[src/rtl/multiplexor_rr_16x20.sv]
// 16-to-1 round-robin valid/ready merger. Each accepted word leaves on a
// single registered output stream tagged with the index of its source
// channel, so a 16-way demultiplexor keyed on out_addr restores it.
//
// Handshake: a word moves on channel k when in_valid[k] && in_ready[k] at a
// rising clk edge, and on the output when out_valid && out_ready. in_ready
// is combinational and at most one bit is high (the granted channel). The
// output register accepts a new word whenever it is empty or being drained
// in the same cycle, so a steady stream runs at one word per cycle.
module multiplexor_rr_16x20 (
  input  logic        clk,
  input  logic        rst_n,
  input  logic [19:0] in0,
  input  logic [19:0] in1,
  input  logic [19:0] in2,
  input  logic [19:0] in3,
  input  logic [19:0] in4,
  input  logic [19:0] in5,
  input  logic [19:0] in6,
  input  logic [19:0] in7,
  input  logic [19:0] in8,
  input  logic [19:0] in9,
  input  logic [19:0] in10,
  input  logic [19:0] in11,
  input  logic [19:0] in12,
  input  logic [19:0] in13,
  input  logic [19:0] in14,
  input  logic [19:0] in15,
  input  logic [15:0] in_valid,
  output logic [15:0] in_ready,
  output logic [19:0] out,
  output logic [3:0]  out_addr,
  output logic        out_valid,
  input  logic        out_ready
);

  logic [19:0] in_data [16];

  logic [19:0] out_q,       out_d;
  logic [3:0]  out_addr_q,  out_addr_d;
  logic        out_valid_q, out_valid_d;
  logic [3:0]  ptr_q,       ptr_d;

  logic [3:0]  scan_idx;
  logic [3:0]  grant_idx;
  logic        grant_found;
  logic        load_en;
  logic        take;

  assign in_data[0]  = in0;
  assign in_data[1]  = in1;
  assign in_data[2]  = in2;
  assign in_data[3]  = in3;
  assign in_data[4]  = in4;
  assign in_data[5]  = in5;
  assign in_data[6]  = in6;
  assign in_data[7]  = in7;
  assign in_data[8]  = in8;
  assign in_data[9]  = in9;
  assign in_data[10] = in10;
  assign in_data[11] = in11;
  assign in_data[12] = in12;
  assign in_data[13] = in13;
  assign in_data[14] = in14;
  assign in_data[15] = in15;

  // Output register can take a word when empty or draining this cycle.
  assign load_en = !out_valid_q || out_ready;
  assign take    = grant_found && load_en;

  // Round-robin search: first valid channel starting at ptr, wrapping 15->0.
  always_comb begin
    grant_found = 1'b0;
    grant_idx   = 4'd0;
    scan_idx    = 4'd0;
    for (int i = 0; i < 16; i++) begin
      scan_idx = ptr_q + 4'(i);
      if (!grant_found && in_valid[scan_idx]) begin
        grant_found = 1'b1;
        grant_idx   = scan_idx;
      end
    end
  end

  // One-hot ready for the granted channel; forced low while in reset.
  always_comb begin
    in_ready = 16'h0000;
    if (take && rst_n) begin
      in_ready = 16'h0001 << grant_idx;
    end
  end

  // Next state: load on grant, empty on idle drain, otherwise hold.
  always_comb begin
    out_d       = out_q;
    out_addr_d  = out_addr_q;
    out_valid_d = out_valid_q;
    ptr_d       = ptr_q;
    if (take) begin
      out_d       = in_data[grant_idx];
      out_addr_d  = grant_idx;
      out_valid_d = 1'b1;
      ptr_d       = grant_idx + 4'd1;
    end else if (load_en) begin
      out_valid_d = 1'b0;
    end
  end

  // State register; reset discards any held word immediately.
  always_ff @(posedge clk or negedge rst_n) begin
    if (!rst_n) begin
      out_q       <= 20'h00000;
      out_addr_q  <= 4'h0;
      out_valid_q <= 1'b0;
      ptr_q       <= 4'h0;
    end else begin
      out_q       <= out_d;
      out_addr_q  <= out_addr_d;
      out_valid_q <= out_valid_d;
      ptr_q       <= ptr_d;
    end
  end

  assign out       = out_q;
  assign out_addr  = out_addr_q;
  assign out_valid = out_valid_q;

endmodule

[config.mk]
export PLATFORM = sky130hd
export DESIGN_NAME = multiplexor_rr_16x20
export DESIGN_NICKNAME = d
export VERILOG_FILES = /design/src/rtl/multiplexor_rr_16x20.sv
export SDC_FILE = /design/constraint.sdc
export NUM_CORES = 1
export LEC_CHECK = 0
export BUFFER_PORTS_ARGS = -buffer_cell sky130_fd_sc_hd__buf_2
export CORE_AREA = 4 4 147 149
export DETAILED_ROUTE_END_ITERATION = 7
export DIE_AREA = 0 0 151 153
export GPL_TIMING_DRIVEN = 1
export PLACE_DENSITY = 0.73
export RECOVER_POWER = 100
export SYNTH_ARGS = -nofsm -noshare
export SYNTH_HDL_FRONTEND = slang
export SYNTH_SLANG_ARGS = --single-unit
[constraint.sdc]
create_clock -name clk -period 6.51 [get_ports clk]
set_clock_uncertainty 0.2 [all_clocks]
set_input_delay 1.302 -clock clk [delete_from_list [all_inputs] [get_ports clk]]
set_output_delay 1.302 -clock clk [all_outputs]
set_load 0.02 [all_outputs]
==> metrics.md, run 1 <==
| Metric | Value |
|---|---|
| Via count | 7,658 |
| First-pass DRT Iterations | 6 |
| ANT cells | 0 |
| Part of the Yosys area used for sequential elements | 10.9% |
| CTS tree | built |
| Simple-gate share of the synthesized area | 10.2% |
| H-tree depth | 2 |
| EDFF count, synth | 0 |
| Post-synthesis average cell area | 9.04 um^2 |
| Fillers | 2,026 |
| Horiz. Die Dim | 151 um |
| Part of the cycle the worst path needs | 97.8% |
| Vias/cell | 5.44 |
| Buffers on Ports | 379 |
| Count of cell types in the netlist | 64 |
| Hold path depth | 1 |
| Die height | 153 um |
| Largest family of logic cells by synthesized area | multiplexers |
| Synthesized flop and latch total | 29 |
| Critical path data arrival time | 4860 ps |
| Synth Area in XOR/XNOR | 1.18% |
| Commonest non-fill, non-tap cell in the layout | buf_2 |
| # placed instances | 1,399 |
| WL final | 30,600 um |
| R2R cell count | 18 |
| Clock Latency Late Sink | 280 ps |
| Final ANT Viol Nets | 0 |
| Tot GR Track Use | 24.9% |
| Setup violators final | 0 |
| Main flop type after synthesis | dfrtp_1 |
| Post-Syn Area | 6660 um^2 |
| Syn_nets | 1,084 |
| Worst r2r dst | out[5] |
| Tmin final | 6370 ps |
| Final #Nets | 1,483 |
| Clock Tree Buf Depth | 2 |
| RR Startpoint | ptr_q[1] |
| CP endpoint kind | output pin |
| Hold Crit Endpoint | out_addr[3] |
| Layout Utilization | 45.7% |
| Root Buffer | clkbuf_16 |
| Register clock-pin slew on the reported worst setup and hold paths | 50 ps |
| Largest net degree at the start of global routing | 71 |
| Compound-cell area share of the yosys netlist | 16.0% |
| CP required | 5010 ps |
| Wirelength per Cell | 21.8 um |
| Cell count after synthesis | 737 |
| Asr flop ratio synth | 100% |
| RSZ-0062 raised after global routing | no |
| F_max | 0.157 GHz |
| Worst slew pin tran | 1340 ps |
| Worst R2R Setup Slack | 230 ps |
| Max_slew headroom | 10.6% |
| GPL Wtd Cong | 0.952 |
| Final cell count without fillers | 1,407 |
| Post-synthesis mux area share | 54.2% |
| Post-synthesis adder-cell area fraction | 1.50% |
| Crit start category | input pin |
| Slew Limit Fails | 0 |
| GRT overflow | 0 |
| Vias in the first global route | 7,473 |
| Fraction of layout cells with a size suffix above 1 | 43.7% |
| Initial antenna violation count | 4 |
| Setup TNS | 0 ps |
| First-pass GRT wire length | 44,300 um |
| DRC Markers | 0 |
| Num CTS Buffers | 5 |
| Outcome | finished clean |
| Design area | 9220 um^2 |
| CP Class | in2out |
| Post-Place Cell Area | 9120 um^2 |
| CORE AREA | 20,200 um^2 |
| Max_cap viols | 0 |
| Rows | 52 |
| HP Class | reg2reg |
| Crit path max fanout | 8 |
| IO Pins | 380 |
| Synthesis Warnings | 0 |
| CTS sink count | 29 |
| Initial Util | 33.0% |
| DP Wirelength | 25,700 um |
| Die area | 23,100 um^2 |
| Area grow syn2layout | 38.4% |
| Initial drt markers | 685 |
| Count of final hold-check violations | 0 |
| Hold Crit Start | out_addr[3] |
| Commonest non-fill, non-tap cells in the layout | buf_2 (342), mux2i_1 (268), buf_4 (61), nor2_1 (58), a22oi_1 (42) |
-- through the flow --
stage / hold slack (ps) / worst slack [ps]
after global placement: 274 / 261
after global routing: 340 / 11.7
after CTS: 286 / 134
after floorplan: 395 / -29.7
after detailed placement: 274 / 209
final: 284 / 145
-- worst max-delay path by stage --
stage / from / end / slack [ps] / cells after the start
floorplan: ptr_q[1] / in_ready[1] / -30 / 19
global placement: in_valid[10] / in_ready[15] / 260 / 13
detailed placement: in_valid[10] / in_ready[15] / 210 / 13
CTS: ptr_q[1] / in_ready[15] / 130 / 14
global route: in_valid[10] / out[11] / 10 / 14
finish: in_valid[10] / in_ready[15] / 140 / 13
-- Yosys cell counts (all sizes together), types with 3 or more instances --
library cell	number	share of area (%)
inv	12	0.68
nand2	30	1.7
o21ai	19	1.4
nor2	61	3.4
ha	8	1.5
a211oi	4	0.45
a21o	5	0.56
o2bb2ai	3	0.39
xor2	5	0.66
xnor2	4	0.53
mux2i	268	40
a31oi	25	2.3
a21oi	21	1.6
and2	5	0.51
or2	5	0.51
mux4	27	9.1
nor3	5	0.45
dfrtp	29	11
clkbuf	12	0.68
o22ai	5	0.47
nor2b	6	0.56
a22oi	42	4.7
nand4	4	0.38
o211ai	6	0.75
nand2b	7	0.66
mux2	28	4.7
nand3	10	0.75
buf	47	4.6
o2111ai	3	0.39
-- flip-flops by register name, indices dropped and copies added (netlist names) --
signal and flops:
out 20, out_addr 4, ptr_q 4, out_valid 1
-- critical path: stages --
cell      delay [ps]
buf_2            150
mux4_2           530
mux2_2           340
mux2_2           320
or2_4            290
or4_1            700
nor2_1           240
nand2_1          100
o21ai_0          310
nor2_2           120
buf_4            140
and3_1           160
clkbuf_2         150
-- kinds of logic (layout without fill, tap and decap cells) --
family,Yosys count,after routing
buf+inv,72,472
xor+xnor,9,9
fa+ha+maj,8,8
flops,29,29
simple gates,144,144
mux,323,323
compound gates,152,152
-- layout make-up --
class / count / area [um^2] / share of cell area (%)
clock inverters: 3 / 17.5 / 0.190
clock buffers: 5 / 125 / 1.36
multi-input cells: 636 / 5570 / 60.4
inverters: 13 / 48.8 / 0.529
repair buffers: 451 / 2400 / 26.0
well taps: 270 / 338 / 3.66
flip-flops and latches: 29 / 726 / 7.87
-- repair_timing --
action | 4_1_cts | 5_1_grt
setup buffers | 0 | 0
resized for setup | 0 | 4
hold buffers | 0 | 0
setup endpoints to repair | 0 | 19
-- metal layers --
| layer | share of wire, % | global-route usage [%] | up-vias |
|---|---|---|---|
| met2 | 44 | 38.0 | 399 |
| met5 | 0.023 | 0 | - |
| met4 | 2.6 | 6.56 | 2 |
| met3 | 9.4 | 5.86 | 43 |
| met1 | 44 | 35.2 | 3575 |
| li1 | - | - | 3639 |
Power of run 1 is not shown: default switching activity piles up to over one toggle a cycle in this logic, so the estimate is an artifact.
==> inputs of run 2 (changes only) <==
- CORE_AREA: 4 4 147 149 -> 4 4 145 147
- DIE_AREA: 0 0 151 153 -> 0 0 149 151
- PLACE_DENSITY: 0.73 -> unset
- clock period: 6.51 -> 7.2 ns (I/O delays scaled with it)
==> metrics.md, run 2 (same netlist as run 1, synthesis figures left out) <==
| Metric | Value |
|---|---|
| Setup violators final | 0 (unchanged) |
| Commonest non-fill, non-tap cell in the layout | buf_2 (unchanged) |
| First-pass DRT Iterations | 5 (was 6) |
| Final ANT Viol Nets | 0 (unchanged) |
| Met3 Usage GRT | 1.68% (was 5.86%) |
| Horiz. Die Dim | 149 um (was 151 um) |
| Wirelength per Cell | 22.2 um (was 21.8 um) |
| GRT overflow | 0 (unchanged) |
| F_max | 0.146 GHz |
| H-tree depth | 2 (unchanged) |
| Largest net degree at the start of global routing | 124 (was 71) |
| Max reg flops | 20 (unchanged) |
| CTS Hold Bufs | 0 (unchanged) |
| Buffers on Ports | 379 (unchanged) |
| Fillers | 2,020 (was 2,026) |
| Rows | 52 (unchanged) |
| CP required | 5560 ps (was 5010 ps) |
| Commonest non-fill, non-tap cells in the layout | buf_2 (348), mux2i_1 (268), nor2_1 (61), a22oi_1 (42), clkbuf_1 (33) (was buf_2 (342), mux2i_1 (268), buf_4 (61), nor2_1 (58), a22oi_1 (42)) |
| Initial antenna violation count | 4 (unchanged) |
| Worst r2r dst | out[17] (was out[5]) |
| Num CTS Buffers | 5 (unchanged) |
| Register clock-pin slew on the reported worst setup and hold paths | 50 ps (about the same) |
| # placed instances | 1,355 (was 1,399) |
| Setup TNS | 0 ps (unchanged) |
| Most used routing layer | met2 (unchanged) |
| R2R cell count | 14 (was 18) |
| DP Wirelength | 25,600 um (was 25,700 um) |
| Crit start category | flop (was input pin) |
| GPL Wtd Cong | 0.970 (was 0.952) |
| Critical path data arrival time | 5220 ps (was 4860 ps) |
| Final #Nets | 1,439 (was 1,483) |
| Vias/cell | 5.43 (was 5.44) |
| Initial drt markers | 582 (was 685) |
| Worst R2R Setup Slack | 490 ps (was 230 ps) |
| Tmin final | 6860 ps |
| Worst setup path startpoint | ptr_q[1] (was in_valid[10]) |
| Failing checks | capacitance limit, slew limit |
| Die height | 151 um (was 153 um) |
| HP Class | reg2reg (unchanged) |
| CORE AREA | 19,900 um^2 (was 20,200 um^2) |
| Vias in the first global route | 6,935 (was 7,473) |
| IO Pins | 380 (unchanged) |
| Die area | 22,500 um^2 (was 23,100 um^2) |
| Met1 Resource Use GR | 30.8% (was 35.2%) |
| WL final | 30,200 um (was 30,600 um) |
| Layout Utilization | 44.6% (was 45.7%) |
| Slew Limit Fails | 89 (was 0) |
| RSZ-0062 raised after global routing | no (unchanged) |
| CTS tree | built (unchanged) |
| Global Route met2 Usage | 43.5% (was 38.0%) |
| First-pass GRT wire length | 41,900 um (was 44,300 um) |
| CP Class | reg2out (was in2out) |
| Initial Util | 33.4% (was 33.0%) |
| Clock Latency Late Sink | 280 ps (about the same) |
| CTS sink count | 29 (unchanged) |
| Fraction of layout cells with a size suffix above 1 | 40.6% (was 43.7%) |
| Area grow syn2layout | 33.3% (was 38.4%) |
| DRC Markers | 0 (unchanged) |
| Part of the cycle the worst path needs | 95.3% |
| # Post-CTS Setup Buffers | 0 (unchanged) |
| Max_cap viols | 2 (was 0) |
| Max_slew headroom | -38.0% (was 10.6%) |
| Worst slew pin tran | 2070 ps (was 1340 ps) |
| Crit path max fanout | 15 (was 8) |
| Post-CTS sizing | 0 (unchanged) |
| Fin Hold WS | 287 ps (was 284 ps) |
| RR Startpoint | ptr_q[1] (unchanged) |
| CP endpoint kind | output pin (unchanged) |
| Tot GR Track Use | 24.6% (was 24.9%) |
| Setup crit end | in_ready[15] (unchanged) |
| Clock Tree Buf Depth | 2 (unchanged) |
| Count of final hold-check violations | 0 (unchanged) |
| Hold Crit Start | out_addr[3] (unchanged) |
| Final cell count without fillers | 1,364 (was 1,407) |
| Outcome | finished with violations (was finished clean) |
| Via count | 7,409 (was 7,658) |
| Root Buffer | clkbuf_16 (unchanged) |
[run 2: changes by cell type in the layout (fill, tap and decap cells not counted), moves of 2 or more]
cell	before	now
or2_0	2	0
clkinv_2	2	0
clkbuf_1	30	33
or2_1	1	3
diode_2	0	2
clkbuf_2	15	0
buf_4	61	24
nor2_2	3	0
nor2_1	58	61
buf_2	342	348
[run 2: how the worst min path moves through the flow]
stage                     depth (start not counted)  slack (ps)           to
after floorplan                                   1         390  out_addr[3]
after global placement                            1         260  out_addr[3]
after detailed placement                          1         270  out_addr[3]
after CTS                                         1         280  out_addr[3]
after global routing                              1         310  out_addr[3]
final                                             1         290  out_addr[3]
[run 2: per-stage QoR]
| stage | cell area, um^2 | setup WS [ps] |
|---|---|---|
| finish | 8880 | 336 |
| global route | 8880 | 139 |
| CTS | 8920 | 442 |
| detailed placement | 8780 | 546 |
| global placement | 8780 | 575 |
| floorplan | 6660 | 522 |
[run 2: layout make-up]
| class | instances | area, um^2 | area share (%) |
|---|---|---|---|
| diodes | 2 | 5.00 | 0.0564 |
| clock buffers | 7 | 143 | 1.61 |
| inverters | 13 | 48.8 | 0.550 |
| multi-input cells | 636 | 5540 | 62.4 |
| flip-flops and latches | 29 | 726 | 8.17 |
| well taps | 270 | 338 | 3.80 |
| repair buffers | 407 | 2080 | 23.4 |
[run 2: critical path, stage by stage, from the launching register on]
cell	delay [ps]
dfrtp_1	340
inv_1	150
ha_1	790
mux4_2	660
mux2_2	340
mux2_1	370
or2_4	300
or4_1	690
o31a_1	360
o31ai_2	140
or2_1	250
inv_1	60
ha_1	190
and3_1	140
clkbuf_1	170
[run 2: routing by layer]
metal  routed length (um)  up-vias
met4                 1370        0
li1                     -     3564
met1                11700     3447
met5                    0        -
met2                15500      335
met3                 1630       63
Power of run 2 is left out for the same reason.
==> inputs of run 3 (changes only) <==
- CELL_PAD_IN_SITES_DETAIL_PLACEMENT: unset -> 1
- CELL_PAD_IN_SITES_GLOBAL_PLACEMENT: unset -> 1
- CORE_AREA: 4 4 145 147 -> unset
- CORE_MARGIN: unset -> 4
- CORE_UTILIZATION: unset -> 32
- DIE_AREA: 0 0 149 151 -> unset
- PLACE_DENSITY_LB_ADDON: unset -> 0.1
==> metrics.md, run 3 (same netlist as run 1, synthesis figures left out) <==
| Metric | Value |
|---|---|
| Max reg flops | 20 (unchanged) |
| IO Pins | 380 (unchanged) |
| Initial Util | 32.7% (was 33.4%) |
| Worst R2R Setup Slack | 910 ps (was 490 ps) |
| Die height | 152 um (was 151 um) |
| H-tree depth | 2 (unchanged) |
| Crit path max fanout | 7 (was 15) |
| GRT overflow | 0 (unchanged) |
| Commonest non-fill, non-tap cell in the layout | buf_2 (unchanged) |
| Area grow syn2layout | 34.6% (was 33.3%) |
| Via count | 7,513 (was 7,409) |
| CP endpoint kind | output pin (unchanged) |
| Initial drt markers | 459 (was 582) |
| Max_slew headroom | -45.9% (was -38.0%) |
| Worst r2r dst | out[6] (was out[17]) |
| Num CTS Buffers | 5 (unchanged) |
| Layout Utilization | 44.0% (was 44.6%) |
| Vias/cell | 5.45 (was 5.43) |
| Initial antenna violation count | 2 (was 4) |
| Worst slew pin tran | 2190 ps (was 2070 ps) |
| DP Wirelength | 27,200 um (was 25,600 um) |
| Buffers on Ports | 379 (unchanged) |
| CTS sink count | 29 (unchanged) |
| Most frequent cell on the critical path | mux2_2 |
| Crit-path cells | buf_2, mux4_2, mux2_2, mux2_2, or2_4, or2_0, or4_1, o211ai_1, a32oi_4, inv_2, buf_4, nand3_1, nor2_1, clkbuf_1 (was inv_1, ha_1, mux4_2, mux2_2, mux2_1, or2_4, or4_1, o31a_1, o31ai_2, or2_1, inv_1, ha_1, and3_1, clkbuf_1) |
| Clock Tree Buf Depth | 2 (unchanged) |
| DRC Markers | 0 (unchanged) |
| CTS Hold Bufs | 0 (unchanged) |
| HP Class | reg2reg (unchanged) |
| CORE AREA | 20,400 um^2 (was 19,900 um^2) |
| R2R cell count | 15 (was 14) |
| Commonest non-fill, non-tap cells in the layout | buf_2 (344), mux2i_1 (268), nor2_1 (60), a22oi_1 (42), buf_4 (39) (was buf_2 (348), mux2i_1 (268), nor2_1 (61), a22oi_1 (42), clkbuf_1 (33)) |
| Final worst slack | 419 ps (was 336 ps) |
| First-pass GRT wire length | 48,400 um (was 41,900 um) |
| Part of the cycle the worst path needs | 94.2% (was 95.3%) |
| Failing checks | capacitance limit, slew limit (unchanged) |
| Largest net degree at the start of global routing | 53 (was 124) |
| Final cell count without fillers | 1,378 (was 1,364) |
| Fillers | 2,574 (was 2,020) |
| CP required | 5560 ps (about the same) |
| Setup WS pre-CTS | 559 ps (was 546 ps) |
| Horiz. Die Dim | 152 um (was 149 um) |
| CP Class | in2out (was reg2out) |
| WL final | 32,500 um (was 30,200 um) |
| Critical path data arrival time | 5140 ps (was 5220 ps) |
| Setup violators final | 0 (unchanged) |
| Final #Nets | 1,453 (was 1,439) |
| Die area | 23,200 um^2 (was 22,500 um^2) |
| Outcome | finished with violations (unchanged) |
| Count of final hold-check violations | 0 (unchanged) |
| Max_cap viols | 3 (was 2) |
| # Post-CTS Setup Buffers | 0 (unchanged) |
| Root Buffer | clkbuf_16 (unchanged) |
| Register clock-pin slew on the reported worst setup and hold paths | 60 ps (was 50 ps) |
| Crit start category | input pin (was flop) |
| GPL Wtd Cong | 0.966 (was 0.970) |
| Tot GR Track Use | 26.5% (was 24.6%) |
| Fraction of layout cells with a size suffix above 1 | 41.1% (was 40.6%) |
| F_max | 0.147 GHz (was 0.146 GHz) |
| CTS tree | built (unchanged) |
| Slowest cell on crit path | or4_1 (was ha_1) |
| Worst setup path startpoint | in_valid[14] (was ptr_q[1]) |
| RSZ-0062 raised after global routing | no (unchanged) |
| Final ANT Viol Nets | 0 (unchanged) |
| Wirelength per Cell | 23.6 um (was 22.2 um) |
| Clock Latency Late Sink | 280 ps (about the same) |
| Slew Limit Fails | 110 (was 89) |
| Rows | 52 (unchanged) |
| First-pass DRT Iterations | 5 (unchanged) |
| RR Startpoint | ptr_q[1] (unchanged) |
| Vias in the first global route | 7,910 (was 6,935) |
| Setup TNS | 0 ps (unchanged) |
| Setup crit end | in_ready[12] (was in_ready[15]) |
| Post-CTS sizing | 0 (unchanged) |
| Biggest cell delay along the critical path | 570 ps (was 790 ps) |
| Tmin final | 6780 ps (was 6860 ps) |
| # placed instances | 1,369 (was 1,355) |
## run 3: cell types whose count changed in the layout (fill, tap and decap cells not counted), moves of 2 or more
cell | previous run | this run
buf_2 | 348 | 344
clkinv_2 | 0 | 2
clkbuf_1 | 33 | 37
buf_4 | 24 | 39
## run 3: cell type report
type,count,area (um^2),share of cell area [%]
clock buffers,5,125,1.40
multi-input cells,636,5550,61.9
clock inverters,3,17.5,0.195
inverters,13,48.8,0.544
repair buffers,421,2160,24.1
diodes,1,2.50,0.0279
flip-flops and latches,29,726,8.09
well taps,270,338,3.77
## run 3: worst min-delay path by stage
stage                start  slack (ps)  depth (start not counted)           to
6_report       out_addr[3]         300                          1  out_addr[3]
2_1_floorplan  out_addr[3]         390                          1  out_addr[3]
5_1_grt        out_addr[3]         350                          1  out_addr[3]
4_1_cts        out_addr[3]         300                          1  out_addr[3]
3_5_place_dp   out_addr[3]         280                          1  out_addr[3]
3_3_place_gp   out_addr[3]         290                          1  out_addr[3]
## run 3: layer usage
layer  vias to the layer above  routed length [um]  track usage (%)
li1                       3581                   -                -
met4                         2                 910             7.96
met5                         -                  13                0
met2                       338               15400             44.5
met1                      3547               13800             34.1
met3                        45                2370             5.79
## run 3: worst max-delay path: cells and delay by family
kind | cells | cell delay [ps]
and+or+nand+nor | 5 | 1520
AOI/OAI and AO/OA | 2 | 350
muxes | 3 | 1210
buffers and inverters | 4 | 590
## run 3: stage by stage
step,cell area [um^2],hold WS [ps]
2_1_floorplan,6660,395
3_3_place_gp,8880,295
3_5_place_dp,8880,284
4_1_cts,9020,298
5_1_grt,8960,349
6_report,8970,295
Power of run 3 is left out for the same reason.
